[config.mk]
export PLATFORM = sky130hd
export DESIGN_NAME = trigger_engine_flat
export DESIGN_NICKNAME = d
export VERILOG_FILES = /design/src/rtl/trigger_engine_pkg.sv /design/src/rtl/trigger_engine_if.sv /design/src/rtl/trigger_engine_sample_compare.sv /design/src/rtl/trigger_engine.sv /design/src/flat_wrapper.sv
export SDC_FILE = /design/constraint.sdc
export NUM_CORES = 1
export LEC_CHECK = 0
export ABC_AREA = 1
export BUFFER_PORTS_ARGS = -buffer_cell sky130_fd_sc_hd__buf_2
export CORE_MARGIN = 1.5
export CORE_UTILIZATION = 45
export CTS_BUF_LIST = sky130_fd_sc_hd__clkbuf_4 sky130_fd_sc_hd__clkbuf_8
export CTS_CLUSTER_SIZE = 25
export DETAILED_ROUTE_END_ITERATION = 16
export PLACE_DENSITY = 0.77
export REMOVE_ABC_BUFFERS = 1
export SLEW_MARGIN = 10
export SYNTH_ARGS = -nofsm -noshare
export SYNTH_HDL_FRONTEND = slang
export SYNTH_SLANG_ARGS = --single-unit
[constraint.sdc]
create_clock -name clk -period 6.3 [get_ports clk]
set_clock_uncertainty 0.05 [all_clocks]
set_input_delay 0.315 -clock clk [delete_from_list [all_inputs] [get_ports clk]]
set_output_delay 0.315 -clock clk [all_outputs]
set_load 0.005 [all_outputs]
[src/rtl/trigger_engine_pkg.sv]
// Shared types for the ADC trigger engine: mode encodings, FSM states and
// a lowest-set-bit helper used for sub-word trigger phase reporting.
package trigger_pkg;

  typedef enum logic [1:0] {
    TRIG_IMMEDIATE = 2'd0,
    TRIG_RISING    = 2'd1,
    TRIG_FALLING   = 2'd2,
    TRIG_EXTERNAL  = 2'd3
  } trig_mode_e;

  typedef enum logic [1:0] {
    IDLE,
    PRIME,
    FIRE,
    CAPTURE
  } state_e;

  localparam int unsigned MAX_SAMP = 64;

  // Index of the lowest set bit; 0 when no bit is set.
  function automatic logic [7:0] first_set(input logic [MAX_SAMP-1:0] v);
    first_set = '0;
    for (int unsigned i = MAX_SAMP; i > 0; i--) begin
      if (v[i-1]) first_set = 8'(i - 1);
    end
  endfunction

endpackage

[src/rtl/trigger_engine_if.sv]
// Sample stream in from the deserialiser and write port out to the capture FIFO.
interface trigger_engine_if #(
  parameter int unsigned NCH   = 1,
  parameter int unsigned NSAMP = 10,
  parameter int unsigned SW    = 12
);
  localparam int unsigned WW = NCH * NSAMP * SW;

  logic [WW-1:0] samples;
  logic          samples_valid;
  logic          fifo_full;
  logic          wr_en;
  logic [WW-1:0] wr_data;

  modport master (
    output samples, samples_valid, fifo_full,
    input  wr_en, wr_data
  );

  modport slave (
    input  samples, samples_valid, fifo_full,
    output wr_en, wr_data
  );
endinterface

[src/rtl/trigger_engine_sample_compare.sv]
// Parallel signed threshold compare of one channel word against lower/upper,
// reporting whether any sample crosses and the oldest crossing index.
module sample_compare
  import trigger_pkg::*;
#(
  parameter int unsigned NSAMP = 10,
  parameter int unsigned SW    = 12,
  parameter int unsigned PW    = 4
) (
  input  logic [NSAMP*SW-1:0] word,
  input  logic signed [SW-1:0] lower,
  input  logic signed [SW-1:0] upper,
  output logic                 any_below,
  output logic                 any_above,
  output logic [PW-1:0]        first_below_idx,
  output logic [PW-1:0]        first_above_idx
);
  logic [MAX_SAMP-1:0] below;
  logic [MAX_SAMP-1:0] above;

  always_comb begin
    below = '0;
    above = '0;
    for (int unsigned j = 0; j < NSAMP; j++) begin
      below[j] = $signed(word[j*SW +: SW]) < lower;
      above[j] = $signed(word[j*SW +: SW]) > upper;
    end
    any_below       = |below;
    any_above       = |above;
    first_below_idx = PW'(first_set(below));
    first_above_idx = PW'(first_set(above));
  end
endmodule

[src/rtl/trigger_engine.sv]
// Acquisition/trigger engine: arms on request, detects a threshold crossing,
// external or timed-out trigger, then streams a fixed word count to the FIFO.
module trigger_engine
  import trigger_pkg::*;
#(
  parameter int unsigned NCH   = 1,
  parameter int unsigned NSAMP = 10,
  parameter int unsigned SW    = 12,
  parameter int unsigned CNTW  = 16
) (
  input  logic                                         clk,
  input  logic                                         rst,
  trigger_engine_if.slave                              bus,
  input  logic                                         arm,
  input  logic                                         abort,
  input  logic [1:0]                                   cfg_mode,
  input  logic [((NCH > 1) ? $clog2(NCH) : 1)-1:0]     cfg_chan,
  input  logic signed [SW-1:0]                         cfg_lower,
  input  logic signed [SW-1:0]                         cfg_upper,
  input  logic [CNTW-1:0]                              cfg_length,
  input  logic [CNTW-1:0]                              cfg_timeout,
  input  logic                                         ext_trig,
  output logic                                         busy,
  output logic                                         done,
  output logic [((NSAMP > 1) ? $clog2(NSAMP) : 1)-1:0] trig_phase,
  output logic                                         trig_forced,
  output logic                                         overflow,
  output logic [CNTW-1:0]                              words_done
);
  localparam int unsigned CHW = (NCH > 1) ? $clog2(NCH) : 1;
  localparam int unsigned PW  = (NSAMP > 1) ? $clog2(NSAMP) : 1;
  localparam int unsigned CW  = NSAMP * SW;

  state_e              state;
  trig_mode_e          mode_q;
  logic [CHW-1:0]      chan_q;
  logic signed [SW-1:0] lower_q, upper_q;
  logic [CNTW-1:0]     length_q, timeout_q, tcount;

  logic [CW-1:0] word;
  logic          any_below, any_above;
  logic [PW-1:0] below_idx, above_idx;
  logic          prime_hit, fire_hit, timeout_hit;
  logic [PW-1:0] fire_phase;
  logic          trig_now, trig_frc;
  logic [PW-1:0] trig_ph;

  always_comb begin
    word = '0;
    for (int unsigned c = 0; c < NCH; c++) begin
      if (chan_q == CHW'(c)) word = bus.samples[c*CW +: CW];
    end
  end

  sample_compare #(.NSAMP(NSAMP), .SW(SW), .PW(PW)) u_cmp (
    .word            (word),
    .lower           (lower_q),
    .upper           (upper_q),
    .any_below       (any_below),
    .any_above       (any_above),
    .first_below_idx (below_idx),
    .first_above_idx (above_idx)
  );

  // A genuine crossing in FIRE outranks a timeout landing on the same word.
  always_comb begin
    prime_hit  = 1'b0;
    fire_hit   = 1'b0;
    fire_phase = '0;
    case (mode_q)
      TRIG_RISING:   begin prime_hit = any_below; fire_hit = any_above; fire_phase = above_idx; end
      TRIG_FALLING:  begin prime_hit = any_above; fire_hit = any_below; fire_phase = below_idx; end
      TRIG_EXTERNAL: fire_hit = ext_trig;
      default:       ;
    endcase
    timeout_hit = (timeout_q != '0) && (tcount >= timeout_q);
    trig_now = 1'b0;
    trig_frc = 1'b0;
    trig_ph  = '0;
    if (bus.samples_valid) begin
      if (state == FIRE && fire_hit) begin
        trig_now = 1'b1;
        trig_ph  = fire_phase;
      end else if ((state == PRIME || state == FIRE) && timeout_hit) begin
        trig_now = 1'b1;
        trig_frc = 1'b1;
      end
    end
  end

  always_ff @(posedge clk or posedge rst) begin
    if (rst) begin
      state       <= IDLE;
      mode_q      <= TRIG_IMMEDIATE;
      chan_q      <= '0;
      lower_q     <= '0;
      upper_q     <= '0;
      length_q    <= '0;
      timeout_q   <= '0;
      tcount      <= '0;
      bus.wr_en   <= 1'b0;
      bus.wr_data <= '0;
      busy        <= 1'b0;
      done        <= 1'b0;
      trig_phase  <= '0;
      trig_forced <= 1'b0;
      overflow    <= 1'b0;
      words_done  <= '0;
    end else begin
      bus.wr_en <= 1'b0;
      done      <= 1'b0;
      if (abort) begin
        state <= IDLE;
        busy  <= 1'b0;
      end else begin
        case (state)
          IDLE: if (arm) begin
            mode_q      <= trig_mode_e'(cfg_mode);
            chan_q      <= cfg_chan;
            lower_q     <= cfg_lower;
            upper_q     <= cfg_upper;
            length_q    <= cfg_length;
            timeout_q   <= cfg_timeout;
            tcount      <= '0;
            overflow    <= 1'b0;
            words_done  <= '0;
            trig_forced <= 1'b0;
            trig_phase  <= '0;
            if (cfg_length == '0) begin
              done <= 1'b1;
            end else begin
              busy <= 1'b1;
              case (trig_mode_e'(cfg_mode))
                TRIG_IMMEDIATE: state <= CAPTURE;
                TRIG_EXTERNAL:  state <= FIRE;
                default:        state <= PRIME;
              endcase
            end
          end
          PRIME, FIRE: begin
            if (tcount != '1) tcount <= tcount + CNTW'(1);
            if (trig_now) begin
              state       <= CAPTURE;
              trig_phase  <= trig_ph;
              trig_forced <= trig_frc;
              if (bus.fifo_full) begin
                overflow <= 1'b1;
              end else begin
                bus.wr_en   <= 1'b1;
                bus.wr_data <= bus.samples;
                words_done  <= words_done + CNTW'(1);
              end
            end else if (state == PRIME && bus.samples_valid && prime_hit) begin
              state <= FIRE;
            end
          end
          CAPTURE: begin
            if (words_done == length_q) begin
              done  <= 1'b1;
              busy  <= 1'b0;
              state <= IDLE;
            end else if (bus.samples_valid) begin
              if (bus.fifo_full) begin
                overflow <= 1'b1;
              end else begin
                bus.wr_en   <= 1'b1;
                bus.wr_data <= bus.samples;
                words_done  <= words_done + CNTW'(1);
              end
            end
          end
          default: state <= IDLE;
        endcase
      end
    end
  end
endmodule

[src/flat_wrapper.sv]
// flat-port wrapper written by rule: the top's interface ports become plain ports
module trigger_engine_flat import trigger_pkg::*;
#(
  parameter int unsigned NCH   = 1,
  parameter int unsigned NSAMP = 10,
  parameter int unsigned SW    = 12,
  parameter int unsigned CNTW  = 16
)
  (clk, rst, arm, abort, cfg_mode, cfg_chan, cfg_lower, cfg_upper, cfg_length, cfg_timeout, ext_trig, busy, done, trig_phase, trig_forced, overflow, words_done, bus_samples, bus_samples_valid, bus_fifo_full, bus_wr_en, bus_wr_data);
  trigger_engine_if #(.NCH(NCH), .NSAMP(NSAMP), .SW(SW)) bus_i ();
  input  logic clk;
  input  logic rst;
  input  logic arm;
  input  logic abort;
  input  logic [1:0] cfg_mode;
  input  logic [((NCH > 1) ? $clog2(NCH) : 1)-1:0] cfg_chan;
  input  logic signed [SW-1:0] cfg_lower;
  input  logic signed [SW-1:0] cfg_upper;
  input  logic [CNTW-1:0] cfg_length;
  input  logic [CNTW-1:0] cfg_timeout;
  input  logic ext_trig;
  output logic busy;
  output logic done;
  output logic [((NSAMP > 1) ? $clog2(NSAMP) : 1)-1:0] trig_phase;
  output logic trig_forced;
  output logic overflow;
  output logic [CNTW-1:0] words_done;
  input wire logic [$bits(bus_i.samples)-1:0] bus_samples;
  input wire logic [$bits(bus_i.samples_valid)-1:0] bus_samples_valid;
  input wire logic [$bits(bus_i.fifo_full)-1:0] bus_fifo_full;
  output wire logic [$bits(bus_i.wr_en)-1:0] bus_wr_en;
  output wire logic [$bits(bus_i.wr_data)-1:0] bus_wr_data;
  assign bus_i.samples = bus_samples;
  assign bus_i.samples_valid = bus_samples_valid;
  assign bus_i.fifo_full = bus_fifo_full;
  assign bus_wr_en = bus_i.wr_en;
  assign bus_wr_data = bus_i.wr_data;
  trigger_engine #(.NCH(NCH), .NSAMP(NSAMP), .SW(SW), .CNTW(CNTW)) u_core (.clk(clk), .rst(rst), .bus(bus_i), .arm(arm), .abort(abort), .cfg_mode(cfg_mode), .cfg_chan(cfg_chan), .cfg_lower(cfg_lower), .cfg_upper(cfg_upper), .cfg_length(cfg_length), .cfg_timeout(cfg_timeout), .ext_trig(ext_trig), .busy(busy), .done(done), .trig_phase(trig_phase), .trig_forced(trig_forced), .overflow(overflow), .words_done(words_done));
endmodule
=== Yosys cells after proc, flatten, opt, wreduce, memory -nomap -nowiden ===
Index checks and enable logic that the tools add are counted.

* Output and inout bits: 145
* Register bits after elaboration: 222
* Logic and storage cells: 160

* Muxes and demuxes: 79
* Reduce and logical (&&, ||, !) cells: 23
* $add $sub $neg: 2
* Order comparisons: 21
* Bitwise gates (word level): 1
* Equality and inequality tests: 18

{| class="wikitable"
|+ Operator list
! cell !! number
|-
| 2-to-1 mux 120 bit || 5
|-
| case mux 120 bit (2 select lines) || 1
|-
| greater-than comparator 12 bit || 10
|-
| < comparator 12 bit || 10
|-
| 2-to-1 mux 16 bit || 6
|-
| 2-to-1 mux 4 bit || 24
|-
| case mux 16 bit (3 select lines) || 1
|-
| adder 16 x 1 -> 16 bit (second input constant) || 2
|-
| case mux 16 bit (2 select lines) || 1
|-
| 2-to-1 mux 1 bit || 24
|-
| OR reduction 10 bit || 2
|-
| equality test 16 bit || 1
|-
| greater-or-equal comparator 16 bit || 1
|-
| logical NOT 16 bit || 1
|-
| != test 16 bit (second input constant) || 1
|-
| case mux 4 bit (2 select lines) || 2
|-
| AND reduction 4 bit || 4
|-
| nonzero test 16 bit || 1
|-
| 2-to-1 mux 2 bit || 6
|-
| equality test 2 bit (second input constant) || 5
|-
| case mux 1 bit (2 select lines) || 5
|-
| AND reduction 5 bit || 2
|-
| != test 2 bit (second input constant) || 3
|-
| != test 3 bit (second input constant) || 2
|-
| other kinds (15) || 24
|}

=== Logic depth before layout (Yosys ltp) ===
* Depth after elaboration: 17
* Gate-level depth with buffers: 30

=== Hierarchy ===
A second synthesis with hierarchy kept.

* Cells, all modules: 2,357
* Area total of the unflattened synthesis: 17,141.4 sq um

{| class="wikitable"
|+ By module, submodules not included
! module !! area an instance (sq um) !! sequential area each (sq um) !! cells an instance !! times used
|-
| trigger_engine || 11,488.5 || 5,555.3 || 1,520 || 1
|-
| sample_compare || 5,652.9 || 0.0 || 837 || 1
|}

=== Worst setup path before layout ===
OpenSTA, ideal clock, no wires.

* Path type: register to register
* Start: register u_core.chan_q
* End: register u_core.bus.wr_data[33]
* Stages on the path, launching flop included: 26
* Path buffers: 4
* Arrival: 2.894 ns
* Period minus slack after synthesis: 3.064 ns
* Setup time: 0.121 ns
* Path slack: 3.236 ns
* Cells stage by stage: dfrtp_1 > buf_6 > clkbuf_1 > nor2_1 > ha_1 > nand2_1 > nor2_1 > nand2_1 > nor2_1 > nand3_1 > nand2_1 > inv_1 > nand3_1 > nand2_1 > nand2_1 > nand2_1 > nor2_2 > nand3_1 > nand2_1 > nand3_1 > nand3_2 > nand3_4 > nand2_4 > buf_6 > buf_2 > o21ai_1

* Cells in the longest elaborated chain, start to end: 9
* Elaborated cells between the ends (all ways): 29
* Those cells by class: order compare: 20; eq/ne: 1; mux: 4; reduce/logical: 4

{| class="wikitable"
|+ RTL lines
! what !! RTL line !! text
|-
| from (decl) || trigger_engine.sv:36 || <nowiki>logic [CHW-1:0] chan_q;</nowiki>
|-
| from (signal assigned) || trigger_engine.sv:119 || <nowiki>chan_q <= cfg_chan;</nowiki>
|-
| 2-to-1 mux 120 bit * || trigger_engine.sv:51 || <nowiki>if (chan_q == CHW'(c)) word = bus.samples[c*CW +: CW];</nowiki>
|-
| < comparator 12 bit or greater-than comparator 12 bit (tied branches) || trigger_engine_sample_compare.sv:25, trigger_engine_sample_compare.sv:26 ||
|-
| OR reduction 10 bit, on equally long branches || trigger_engine_sample_compare.sv:28, trigger_engine_sample_compare.sv:29 ||
|-
| case mux 1 bit (3 select lines) * || trigger_engine.sv:70 || <nowiki>case (mode_q)</nowiki>
|-
| logical AND 1 bit * || trigger_engine.sv:81 || <nowiki>if (state == FIRE && fire_hit) begin</nowiki>
|-
| 2-to-1 mux 1 bit * || trigger_engine.sv:81 ||
|-
| 2-to-1 mux 1 bit * || trigger_engine.sv:80 || <nowiki>if (bus.samples_valid) begin</nowiki>
|-
| != test 2 x 1 -> 1 bit (no source line) * || -- ||
|-
| AND reduction 5 bit (no source line) * || -- ||
|-
| to (signal assigned) || trigger_engine.sv:150 || <nowiki>bus.wr_data <= bus.samples;</nowiki>
|-
| to (signal assigned) || trigger_engine.sv:167 || <nowiki>bus.wr_data <= bus.samples;</nowiki>
|-
| to (decl) || trigger_engine_if.sv:22 || <nowiki>output wr_en, wr_data</nowiki>
|}

Every way passes the cells marked *; elsewhere a longest branch is shown, timed or not.
A chain may end at the register's enable or synchronous reset.

=== Worst setup path after layout ===
* Start: register u_core.chan_q
* End: register u_core.bus.wr_data[40]

Same word-level chain as after synthesis.

==> results.sh <==
export IMPL_cts_buffers=41
export IMPL_start_util_pct=45.5
export IMPL_clk_pin_slew_ps=60
export IMPL_async_flop_share_pct=100
export IMPL_core_sq_um=36500
export IMPL_rr_startpoint="u_core.chan_q"
export IMPL_grt_overflow_total=0
export IMPL_start_kind="flop"
export IMPL_drive_gt1_share_pct=15.7
export IMPL_layout_nets=3219
export IMPL_grt_max_degree=93
export IMPL_p_leak_nw=11.9
export IMPL_powerDensity_nw_per_um2=400
export IMPL_place_congestion=0.943
export IMPL_vias_per_cell=5.33
export IMPL_ios=331
export IMPL_hold_viol=0
export IMPL_ctsLongestPathBuffers=3
export IMPL_htree_levels=2
export IMPL_path_common_cell="nand2_1"
export IMPL_netlist_top_cells_area="dfrtp_1 33%, ha_1 16%, nand2_1 14%"
export IMPL_status="complete, no violations"
export IMPL_crit_type="reg2reg"
export IMPL_rrSetupSlack_ps=1010
export IMPL_dp_cells=3058
export IMPL_synth_top_cell_by_area="dfrtp_1"
export IMPL_portBuffers=330
export IMPL_wl_per_cell_um=16.8
export IMPL_grt_pass1_wl_um=87800
export IMPL_ys_seq_elements=222
export IMPL_fp_dieArea_sq_um=38100
export IMPL_required_ps=6760
export IMPL_synth_flop_cell="dfrtp_1"
export IMPL_clock_root_buffer="clkbuf_8"
export IMPL_antenna_found_initial=2
export IMPL_grt_usage_pct=29.1
export IMPL_crit_path_top_delay_cell="dfrtp_4"
export IMPL_worst_hold_slack_ps=36.8
export IMPL_rsz0062_at_grt="no"
export IMPL_timing_rr_end="u_core.bus.wr_data[40]"
export IMPL_dr_pass1_iters=5
export IMPL_fp_dieW_um=195
export IMPL_ctsResizeCount=0
export IMPL_synthCells=2327
export IMPL_rows=70
export IMPL_netlist_area_sq_um=16600
export IMPL_routed_wl_um=55800
export IMPL_min_period_ps=5290
export IMPL_critPathMaxStageDelay_ps=740
export IMPL_yosysWarnings=0
export IMPL_fin_setup_tns_ps=0
export IMPL_insertion_delay_ps=620
export IMPL_synth_edf_count=0
export IMPL_crit_end="u_core.bus.wr_data[40]"
export IMPL_cp_num_cells=25
export IMPL_ys_top_cells_by_count="637 x nand2_1, 307 x inv_1, 282 x nor2_1, 222 x dfrtp_1, 217 x ha_1"
export IMPL_rr_worst_depth=25
export IMPL_ant_nets=0
export IMPL_setup_worst_path_start="u_core.chan_q"
export IMPL_post_synth_cell_area_avg_sq_um=7.15
export IMPL_grt_pass1_vias=17500
export IMPL_finalSetupViolations=0
export IMPL_max_freq_mhz=189
export IMPL_vias=17700
export IMPL_fin_crit_sh_pct=84.0
export IMPL_slew_headroom_pct=31.1
export IMPL_die_h_um=195
export IMPL_area_growth_pct=27.7
export IMPL_tightest_slew_ps=1030
export IMPL_stdcell_count=3314
export IMPL_synth_top_cell_area_share_pct=33.4
export IMPL_drtIter0Drc=1054
export IMPL_critical_path_buf_inv_count=4
export IMPL_dp_hpwl_um=39800
export IMPL_cp_end_kind="flop"
export IMPL_max_cap_violations=0
export IMPL_synth_most_common_cell="nand2_1"
export IMPL_drcViolationCount=0
export IMPL_ys_types=46
export IMPL_crit_family="simple AND/OR/NAND/NOR gates"
export IMPL_cts_sinks=222
export IMPL_tritoncts="done"
export IMPL_holdCritPathClass="in2reg"
export IMPL_cp_arrival_ps=5760
export IMPL_crit_fanout=92
export IMPL_ys_seq_area_share_pct=33.4
export IMPL_peakVddDrop_uv=253
export IMPL_slew_violations=0
-- layout make-up --
class / count / area [sq um]
sequential: 222 / 5560
timing repair buffer: 521 / 3570
clock inverter: 11 / 114
inverter: 310 / 1170
tap: 468 / 586
fill: 3264 / 15300
antenna: 1 / 2.50
multi-input combinational: 1720 / 9470
clock buffer: 61 / 777
-- timing repair --
item                                   CTS  global route
hold buffers                           183             0
setup buffers                            0             0
endpoints found under the hold margin  255             0
-- cell usage in the layout, fill, tap and decap left out, drive strengths merged, types with 4 or more instances in the layout --
| master | Yosys | final |
|---|---|---|
| clkinv | 1 | 7 |
| nand4 | 37 | 37 |
| xor2 | 16 | 16 |
| nand3b | 4 | 4 |
| nor3 | 15 | 15 |
| a211oi | 9 | 9 |
| nand3 | 147 | 147 |
| a21oi | 146 | 146 |
| ha | 217 | 217 |
| a31oi | 5 | 5 |
| nor2 | 286 | 286 |
| nand2 | 638 | 638 |
| buf | 38 | 338 |
| o21a | 4 | 4 |
| clkbuf | 37 | 61 |
| nor4 | 7 | 7 |
| dlygate4sd3 | 0 | 183 |
| inv | 309 | 310 |
| o21bai | 5 | 5 |
| dfrtp | 222 | 222 |
| o21ai | 160 | 160 |
-- state kept, by name (all words and copies together), names as in the netlist, 2 cells and up --
signal and cells:
u_core.timeout_q 16, u_core.state 2, u_core.trig_phase 4, u_core.length_q 16, u_core.lower_q 12, u_core.bus.wr_data 120
u_core.upper_q 12, u_core.mode_q 2, u_core.tcount 16, u_core.words_done 16
-- worst min path at each step --
| stage | slack [ps] | to | depth (start not counted) | start |
|---|---|---|---|---|
| global route | 40 | u_core.bus.wr_data[41] | 3 | bus_samples[41] |
| floorplan | 330 | u_core.done | 1 | abort |
| finish | 40 | u_core.bus.wr_data[41] | 3 | bus_samples[41] |
| CTS | 2 | u_core.bus.wr_data[41] | 3 | bus_samples[41] |
| detailed placement | 380 | u_core.length_q[15] | 2 | rst |
| global placement | 360 | u_core.bus.wr_data[14] | 2 | rst |
-- where the power goes --
part / switching (mW) / internal (mW) / total, mW
registers: 0.468 / 1.97 / 2.44
clock network: 0.646 / 0.873 / 1.52
logic: 2.87 / 1.67 / 4.54
-- metal layers --
metal	wire length (um)	GRT usage [%]	part of all wire [%]	vias up
li1	-	-	-	8526
met1	21800	33.7	39	8273
met2	27800	51.9	50	717
met3	3880	5.65	7.0	151
met4	2270	12.9	4.1	2
met5	13	0	0.023	-
-- worst min-delay path: stages --
cell and delay (ps):
buf_2 150, nand3_1 110, nand2_1 60
-- metrics by stage --
stage	worst slack, ps	area [sq um]	util (%)	power [mW]
4_1_cts	1080	21200	58.2	8.45
3_3_place_gp	1280	18500	50.7	6.59
5_1_grt	551	21200	58.2	9.28
6_report	1010	21200	58.2	8.50
2_1_floorplan	-143	16200	-	5.26
3_5_place_dp	1090	18500	50.7	6.81
-- kinds of logic (layout without fill, tap and decap cells) --
kind of cell	count (synthesis)	after routing	synth area share, %
fa+ha+maj	217	217	16.3
mux	3	3	0.203
compound gates	340	340	11.2
flops	222	222	33.4
buf+inv	385	903	9.85
xor+xnor	17	17	0.895
other cells	0	1	0
simple gates	1143	1143	28.1
Note: power is estimated with default switching activity, not from simulation.
